**src/rtl/trigger_qualifier.sv**
```systemverilog
// rtl/trigger_qualifier.sv - trigger pin synchroniser, glitch filter, edge selector and edge counter
//
// Conditions the raw external trigger pin before it feeds the glitch generator.
// Optional feature macro: TRIG_QUAL_TIMEOUT_EN (armed timeout; when undefined,
// ARMED persists indefinitely and timeout is tied 0).
//
// Ports:
//   clk        in   system clock
//   rst        in   asynchronous active-high reset
//   trig_raw   in   raw trigger pin, asynchronous to clk
//   arm        in   single-cycle arm / re-arm request
//   edge_sel   in   1 = rising, 0 = falling; latched on arm
//   edge_count in   qualified edges required before firing; latched on arm, 0 treated as 1
//   trig_out   out  single-cycle pulse to the glitch generator
//   armed      out  high while ARMED
//   fired      out  high while FIRED
//   level      out  filtered trigger level
//   timeout    out  single-cycle pulse on armed timeout

module trigger_qualifier #(
    parameter int                  SYNC_STAGES    = 2,
    parameter int                  FILTER_W       = 16,
    parameter logic [FILTER_W-1:0] FILTER_CYCLES  = 16'd12,
    parameter int                  COUNT_W        = 8,
    parameter logic [31:0]         TIMEOUT_CYCLES = 32'd12_000_000
) (
    input  logic               clk,
    input  logic               rst,
    input  logic               trig_raw,
    input  logic               arm,
    input  logic               edge_sel,
    input  logic [COUNT_W-1:0] edge_count,
    output logic               trig_out,
    output logic               armed,
    output logic               fired,
    output logic               level,
    output logic               timeout
);

    typedef enum logic [2:0] {
        IDLE  = 3'b001,
        ARMED = 3'b010,
        FIRED = 3'b100
    } state_t;

    localparam logic [FILTER_W-1:0] FILT_LAST = FILTER_CYCLES - 1'b1;

    logic [SYNC_STAGES-1:0] sync_q, sync_d;
    logic [FILTER_W-1:0]    filt_cnt_q, filt_cnt_d;
    logic                   level_q, level_d;
    logic                   level_dly_q, level_dly_d;
    state_t                 state_q, state_d;
    logic [COUNT_W-1:0]     rem_q, rem_d;
    logic                   sel_q, sel_d;
    logic                   trig_out_q, trig_out_d;

    logic                   s;
    logic                   rise;
    logic                   fall;
    logic                   sel_edge;
    logic [COUNT_W-1:0]     load_count;

`ifdef TRIG_QUAL_TIMEOUT_EN
    logic [31:0]            tmr_q, tmr_d;
    logic                   timeout_q, timeout_d;
`endif

    // Synchroniser chain; s is the last stage.
    always_comb begin
        sync_d = {sync_q[SYNC_STAGES-2:0], trig_raw};
    end

    assign s = sync_q[SYNC_STAGES-1];

    // Glitch filter: s must differ from level for FILTER_CYCLES consecutive
    // samples before level follows it. The counter holds (samples seen - 1),
    // so the accepting sample is the one that finds it at FILT_LAST.
    always_comb begin
        filt_cnt_d = filt_cnt_q;
        level_d    = level_q;
        if (FILTER_CYCLES == '0) begin
            level_d    = s;
            filt_cnt_d = '0;
        end else if (s == level_q) begin
            filt_cnt_d = '0;
        end else if (filt_cnt_q >= FILT_LAST) begin
            level_d    = s;
            filt_cnt_d = '0;
        end else if (filt_cnt_q != '1) begin
            filt_cnt_d = filt_cnt_q + 1'b1;
        end
    end

    always_comb begin
        level_dly_d = level_q;
    end

    assign rise       = level_q & ~level_dly_q;
    assign fall       = ~level_q & level_dly_q;
    assign sel_edge   = sel_q ? rise : fall;
    assign load_count = (edge_count == '0) ? COUNT_W'(1) : edge_count;

    // Datapath registers.
    always_ff @(posedge clk or posedge rst) begin
        if (rst) begin
            sync_q      <= '0;
            filt_cnt_q  <= '0;
            level_q     <= 1'b0;
            level_dly_q <= 1'b0;
            rem_q       <= '0;
            sel_q       <= 1'b0;
            trig_out_q  <= 1'b0;
`ifdef TRIG_QUAL_TIMEOUT_EN
            tmr_q       <= '0;
            timeout_q   <= 1'b0;
`endif
        end else begin
            sync_q      <= sync_d;
            filt_cnt_q  <= filt_cnt_d;
            level_q     <= level_d;
            level_dly_q <= level_dly_d;
            rem_q       <= rem_d;
            sel_q       <= sel_d;
            trig_out_q  <= trig_out_d;
`ifdef TRIG_QUAL_TIMEOUT_EN
            tmr_q       <= tmr_d;
            timeout_q   <= timeout_d;
`endif
        end
    end

    // FSM state register.
    always_ff @(posedge clk or posedge rst) begin
        if (rst) begin
            state_q <= IDLE;
        end else begin
            state_q <= state_d;
        end
    end

    // FSM next state. arm wins over everything in every state: it reloads the
    // latches and swallows any edge seen in the same cycle.
    always_comb begin
        state_d    = state_q;
        rem_d      = rem_q;
        sel_d      = sel_q;
        trig_out_d = 1'b0;
`ifdef TRIG_QUAL_TIMEOUT_EN
        tmr_d      = tmr_q;
        timeout_d  = 1'b0;
`endif
        if (arm) begin
            state_d = ARMED;
            rem_d   = load_count;
            sel_d   = edge_sel;
`ifdef TRIG_QUAL_TIMEOUT_EN
            tmr_d   = '0;
`endif
        end else begin
            case (state_q)
                IDLE: begin
                    state_d = IDLE;
                end
                ARMED: begin
`ifdef TRIG_QUAL_TIMEOUT_EN
                    tmr_d = tmr_q + 32'd1;
`endif
                    if (sel_edge && (rem_q <= COUNT_W'(1))) begin
                        // Firing edge takes priority over a coincident timeout.
                        state_d    = FIRED;
                        trig_out_d = 1'b1;
                    end else begin
                        if (sel_edge) begin
                            rem_d = rem_q - 1'b1;
                        end
`ifdef TRIG_QUAL_TIMEOUT_EN
                        if (tmr_q == TIMEOUT_CYCLES - 32'd1) begin
                            state_d   = IDLE;
                            timeout_d = 1'b1;
                        end
`endif
                    end
                end
                FIRED: begin
                    state_d = FIRED;
                end
                default: begin
                    state_d = IDLE;
                end
            endcase
        end
    end

    // FSM outputs, decoded from the one-hot registered state.
    always_comb begin
        armed    = (state_q == ARMED);
        fired    = (state_q == FIRED);
        trig_out = trig_out_q;
        level    = level_q;
    end

`ifdef TRIG_QUAL_TIMEOUT_EN
    assign timeout = timeout_q;
`else
    assign timeout = 1'b0;
`endif

endmodule

```
**config.mk**
```make
export PLATFORM = sky130hd
export DESIGN_NAME = trigger_qualifier
export DESIGN_NICKNAME = d
export VERILOG_FILES = /design/src/rtl/trigger_qualifier.sv
export SDC_FILE = /design/constraint.sdc
export NUM_CORES = 1
export LEC_CHECK = 0
export BUFFER_PORTS_ARGS = -buffer_cell sky130_fd_sc_hd__buf_2
export CORE_MARGIN = 2
export CORE_UTILIZATION = 60
export CTS_CLUSTER_DIAMETER = 60
export CTS_CLUSTER_SIZE = 28
export DETAILED_ROUTE_END_ITERATION = 6
export PLACE_DENSITY = 0.82
export SYNTH_ARGS = -nofsm -noshare
export SYNTH_HDL_FRONTEND = slang
export SYNTH_SLANG_ARGS = --single-unit
```
**constraint.sdc**
```tcl
create_clock -name clk -period 3.11 [get_ports clk]
set_input_delay 0.622 -clock clk [delete_from_list [all_inputs] [get_ports clk]]
set_output_delay 0.622 -clock clk [all_outputs]
set_load 0.01 [all_outputs]
```
=== Word level (Yosys, flattened, before mapping) ===
Cells that the tools add are included.

* Output and inout port bits: 5
* Latch bits: 0
* Memory bits (read-only): 0
* Logic and storage cells: 45
* Register bits after elaboration: 33
* Memory bits (writable): 0
* Memories: 0

* Divide/modulo/power cells: 0
* Bitwise operators: 5
* Reductions and logical operators: 7
* Mux-type cells: 15
* Eq/ne operators: 6
* Shift-type cells: 0
* Order comparisons: 2
* Add/sub/neg operators: 2
* Multiply operators: 0

{| class="wikitable"
|+ Operator list
! cell !! number
|-
| 16-bit two-way mux || 3
|-
| 8-bit two-way mux || 5
|-
| 16-bit by 1-bit adder with 16-bit output (second input constant) || 1
|-
| 16-bit by 4-bit greater-or-equal comparator with 1-bit output (second input constant) || 1
|-
| 16-bit != test (second input constant) || 1
|-
| 8-bit by 1-bit less-or-equal comparator with 1-bit output (second input constant) || 1
|-
| 8-bit zero test || 1
|-
| 8-bit by 1-bit subtractor with 8-bit output (second input constant) || 1
|-
| 3-bit two-way mux || 2
|-
| 3-bit case mux with 2 select lines || 1
|-
| 1-bit two-way mux || 4
|-
| 2-bit nonzero test || 2
|-
| 3-bit by 2-bit == test with 1-bit output (second input constant) || 1
|-
| 3-bit == test (second input constant) || 1
|-
| 3-bit by 2-bit != test with 1-bit output (second input constant) || 1
|-
| 1-bit NOT || 3
|-
| 3-bit AND reduction || 1
|-
| 3-bit nonzero test || 1
|-
| 1-bit AND || 2
|-
| 2-bit != test (second input constant) || 1
|-
| 2-bit AND reduction || 1
|-
| 1-bit == test || 1
|-
| 1-bit logical AND || 1
|}

=== Logic depth before layout (Yosys ltp) ===
* Word-level depth: 7
* Gate-level depth with buffers: 6
* Depth with buffers taken out: 6

=== Worst setup path before layout ===
OpenSTA, ideal clock, no wires.

* Kind: reg2reg
* From: reg rem_q[0]
* To: reg rem_q[1]
* Arrival: 1.652 ns
* Path buffers: 0
* Cell stages (with the launch flop): 7
* Setup time: 0.101 ns
* Path slack: 1.357 ns
* Cells stage by stage: dfrtp_1 > inv_1 > ha_1 > nor2_1 > nor3_4 > or4_2 > o311ai_2

* Longest elaborated chain between the ends: 5

{| class="wikitable"
|+ Ends and longest elaborated chain
! element !! RTL line !! text
|-
| from (decl) || 53 || <nowiki>logic [COUNT_W-1:0] rem_q, rem_d;</nowiki>
|-
| from (signal assigned) || 122 || <nowiki>rem_q <= rem_d;</nowiki>
|-
| 8-bit by 1-bit subtractor with 8-bit output || 174 || <nowiki>rem_d = rem_q - 1'b1;</nowiki>
|-
| 8-bit two-way mux || 173 || <nowiki>if (sel_edge) begin</nowiki>
|-
| 8-bit two-way mux || 168 || <nowiki>if (sel_edge && (rem_q <= COUNT_W'(1))) begin</nowiki>
|-
| 8-bit two-way mux || 160 || <nowiki>case (state_q)</nowiki>
|-
| 8-bit two-way mux || 152 || <nowiki>if (arm) begin</nowiki>
|}

Parallel ways exist; a longest one is shown, timed or not. The select of a mux whose other input is x is not followed.
A chain may end at the register's enable or synchronous reset.

=== Worst setup path in the final report ===
Ends and elaborated chain as after synthesis.

==> reports/results.txt <==
Status - completed
Final setup violation count - 0
Fin nets - 176
Final-report hold violation count - 0
Row cnt - 17
Primary FF master, synth - dfrtp_1
Critical path arrival - 2190 ps
1st-iter DRT viols - 28
Critical Path Fanout Max - 9
Total gr overflow - 0
Hold Buf Count CTS - 0
Post-synth top area share - 54.8%
Detail Placement HPWL - 1.99 mm
RSZ-0062 raised after global routing - no
Full die area - 2840 um2
Synth Area in Adders - 2.57%
CTS tree - done
Gpl congestion - 0.911
IO Count - 18
Fraction of layout cells with a size suffix above 1 - 23.6%
Finished Layout Cells - 189
Mux share of post-synthesis cell area - 1.54%
Setup tns final - 0 ps
CP endpoint kind - flop
Routed wire length per instance - 14.3 um
Max-slew violations - 0
H-tree depth - 2
Overall via count from detail_route - 1118
Num CTS Buffers - 5
Setup crit start kind - flop
Setup Buffers After CTS - 0
Setup WS post-layout - 1160 ps
Max-cap viol count - 0
CTS sink cnt - 33
Clk Latency, worst-skew pair - 330 ps
Yosys reg bits - 33
Kind of critical path - reg -> reg
Synth Warn # - 0
Most numerous cell in the Yosys netlist - dfrtp_1
Cells after DPL - 181
EDFF count, synth - 0
Hold Path Class - in -> async
Synth Instances - 129
Post-synthesis simple-gate area fraction - 23.5%
GRT met3 Usage - 7.91%
GRT met1 Usage - 30.8%
1st-pass router iterations - 4
Layout Skew - 8.74 ps
Number of global-route vias before repair - 1079
Die width - 53.3 um
Antenna diodes - 0
Synth Area in Compound Gates - 11.1%
Yosys cell types - 43
# resized after CTS - 0
Root Driver - clkbuf_4
GRT busiest layer - met2
PortBufs - 16
Fillers - 173
Final wirelength - 2.70 mm
Worst Path Required - 3350 ps
Maximum root-to-sink buffer count - 2
Post-Syn Area - 1460 um2
Leakage - 0.000728 uW
Die H - 53.3 um
Dominant cell type by area after synthesis - dfrtp_1
Initial Utilization - 64.8%
Final min period - 1950 ps
VDD IR-drop max - 0.347 mV
Crit share post-route - 62.5%
Initial antenna violation count - 0
Power Density - 485 nW/um2
Syn Area/Cell - 11.3 um2
Reg clk slew, reported paths - 100 ps
Synth cell count leaders - dfrtp_1, nor2_1, o21ai_0
Met2 usage - 35.4%
Via-per-instance ratio - 5.92
Place WS - 1180 ps
Area contributors post-synth - dfrtp_1, nor2_1, ha_1
DRC viols - 0
Post-route ant nets - 0
Largest net degree at the start of global routing - 34
Area delta synth->final - 13.3%
FMAX - 514 MHz
Largest family of logic cells by synthesized area - simple AND/OR/NAND/NOR gates
Gr usage total - 23.7%
Register area share after synthesis - 56.6%
XOR/XNOR share of the synthesized area - 1.20%
First-pass GRT wire length - 4.66 mm
Synth async-reset ratio - 100%
Total core area - 2250 um2
## worst max-delay path: stages (launching register included)
cell	delay [ps]
dfrtp_1	450
inv_1	90
ha_1	260
nor2_1	270
nor3_4	110
or4_2	580
o311ai_2	100
## power by group
part	total, uW	internal, uW	switching (uW)
Sequential	478	455	22.8
Combinational	103	40.4	62.9
Clock	221	86.0	135
Total	803	582	221
## final timing paths
check                           slack (ps)    endpoint       from  cells past startpoint
worst max register to register        1160    rem_q[1]   rem_q[0]                      6
max in group asynchronous             2440  state_q[0]        rst                      3
worst min-delay path                   360    trig_out        rst                      3
worst min register to register         360   sync_q[1]  sync_q[0]                      0
worst max-delay path                  1160    rem_q[1]   rem_q[0]                      6
min in group clk                       360   sync_q[1]  sync_q[0]                      0
## metrics by stage
step           instance area, um2  utilization (%)  total power [uW]  hold WS [ps]
6_report                     1650             73.4               803           358
5_1_grt                      1650             73.4               842           372
4_1_cts                      1650             73.4               806           361
3_5_place_dp                 1600             71.1               589           339
3_3_place_gp                 1600             71.1               583           332
2_1_floorplan                1510                -               558           331
## cells in the final DEF, fill, tap and decap left out, drive strengths merged, types with 4 or more instances in the layout
cell type and instances:
clkbuf 6, a31oi 5, inv 6, conb 13
or4 6, nand4 5, nor2 15, buf 17
nor4 5, o21ai 8, nand3 4, dfrtp 32
## flip-flops by register name (all words and copies together), names as in the netlist
register,cells
filt_cnt_q,16
rem_q,8
state_q,3
sync_q,2
level,1
level_dly_q,1
sel_q,1
trig_out,1
## cells by family after synthesis
| family | Yosys count |
|---|---|
| DFF | 33 |
| other | 1 |
| buffers and inverters | 11 |
| and+or+nand+nor | 54 |
| xor gates and xnor gates | 2 |
| adders and majority gates | 3 |
| muxes | 2 |
| AOI/OAI and AO/OA | 23 |
## layer usage
layer | wire (um) | share of wire, %
met1 | 1180 | 44
met2 | 1270 | 47
met3 | 192 | 7.1
met4 | 50 | 1.9
met5 | 0 | 0
## final cells by class
class / count / area (um2) / share of cell area [%]
Sequential cell: 33 / 827 / 50.0
Multi-Input combinational cell: 97 / 631 / 38.1
Timing Repair Buffer: 17 / 87.6 / 5.29
Clock buffer: 6 / 41.3 / 2.50
Tap cell: 28 / 35.0 / 2.12
Inverter: 6 / 22.5 / 1.36
Clock inverter: 2 / 10.0 / 0.605
(Power assumes the default switching activity.)
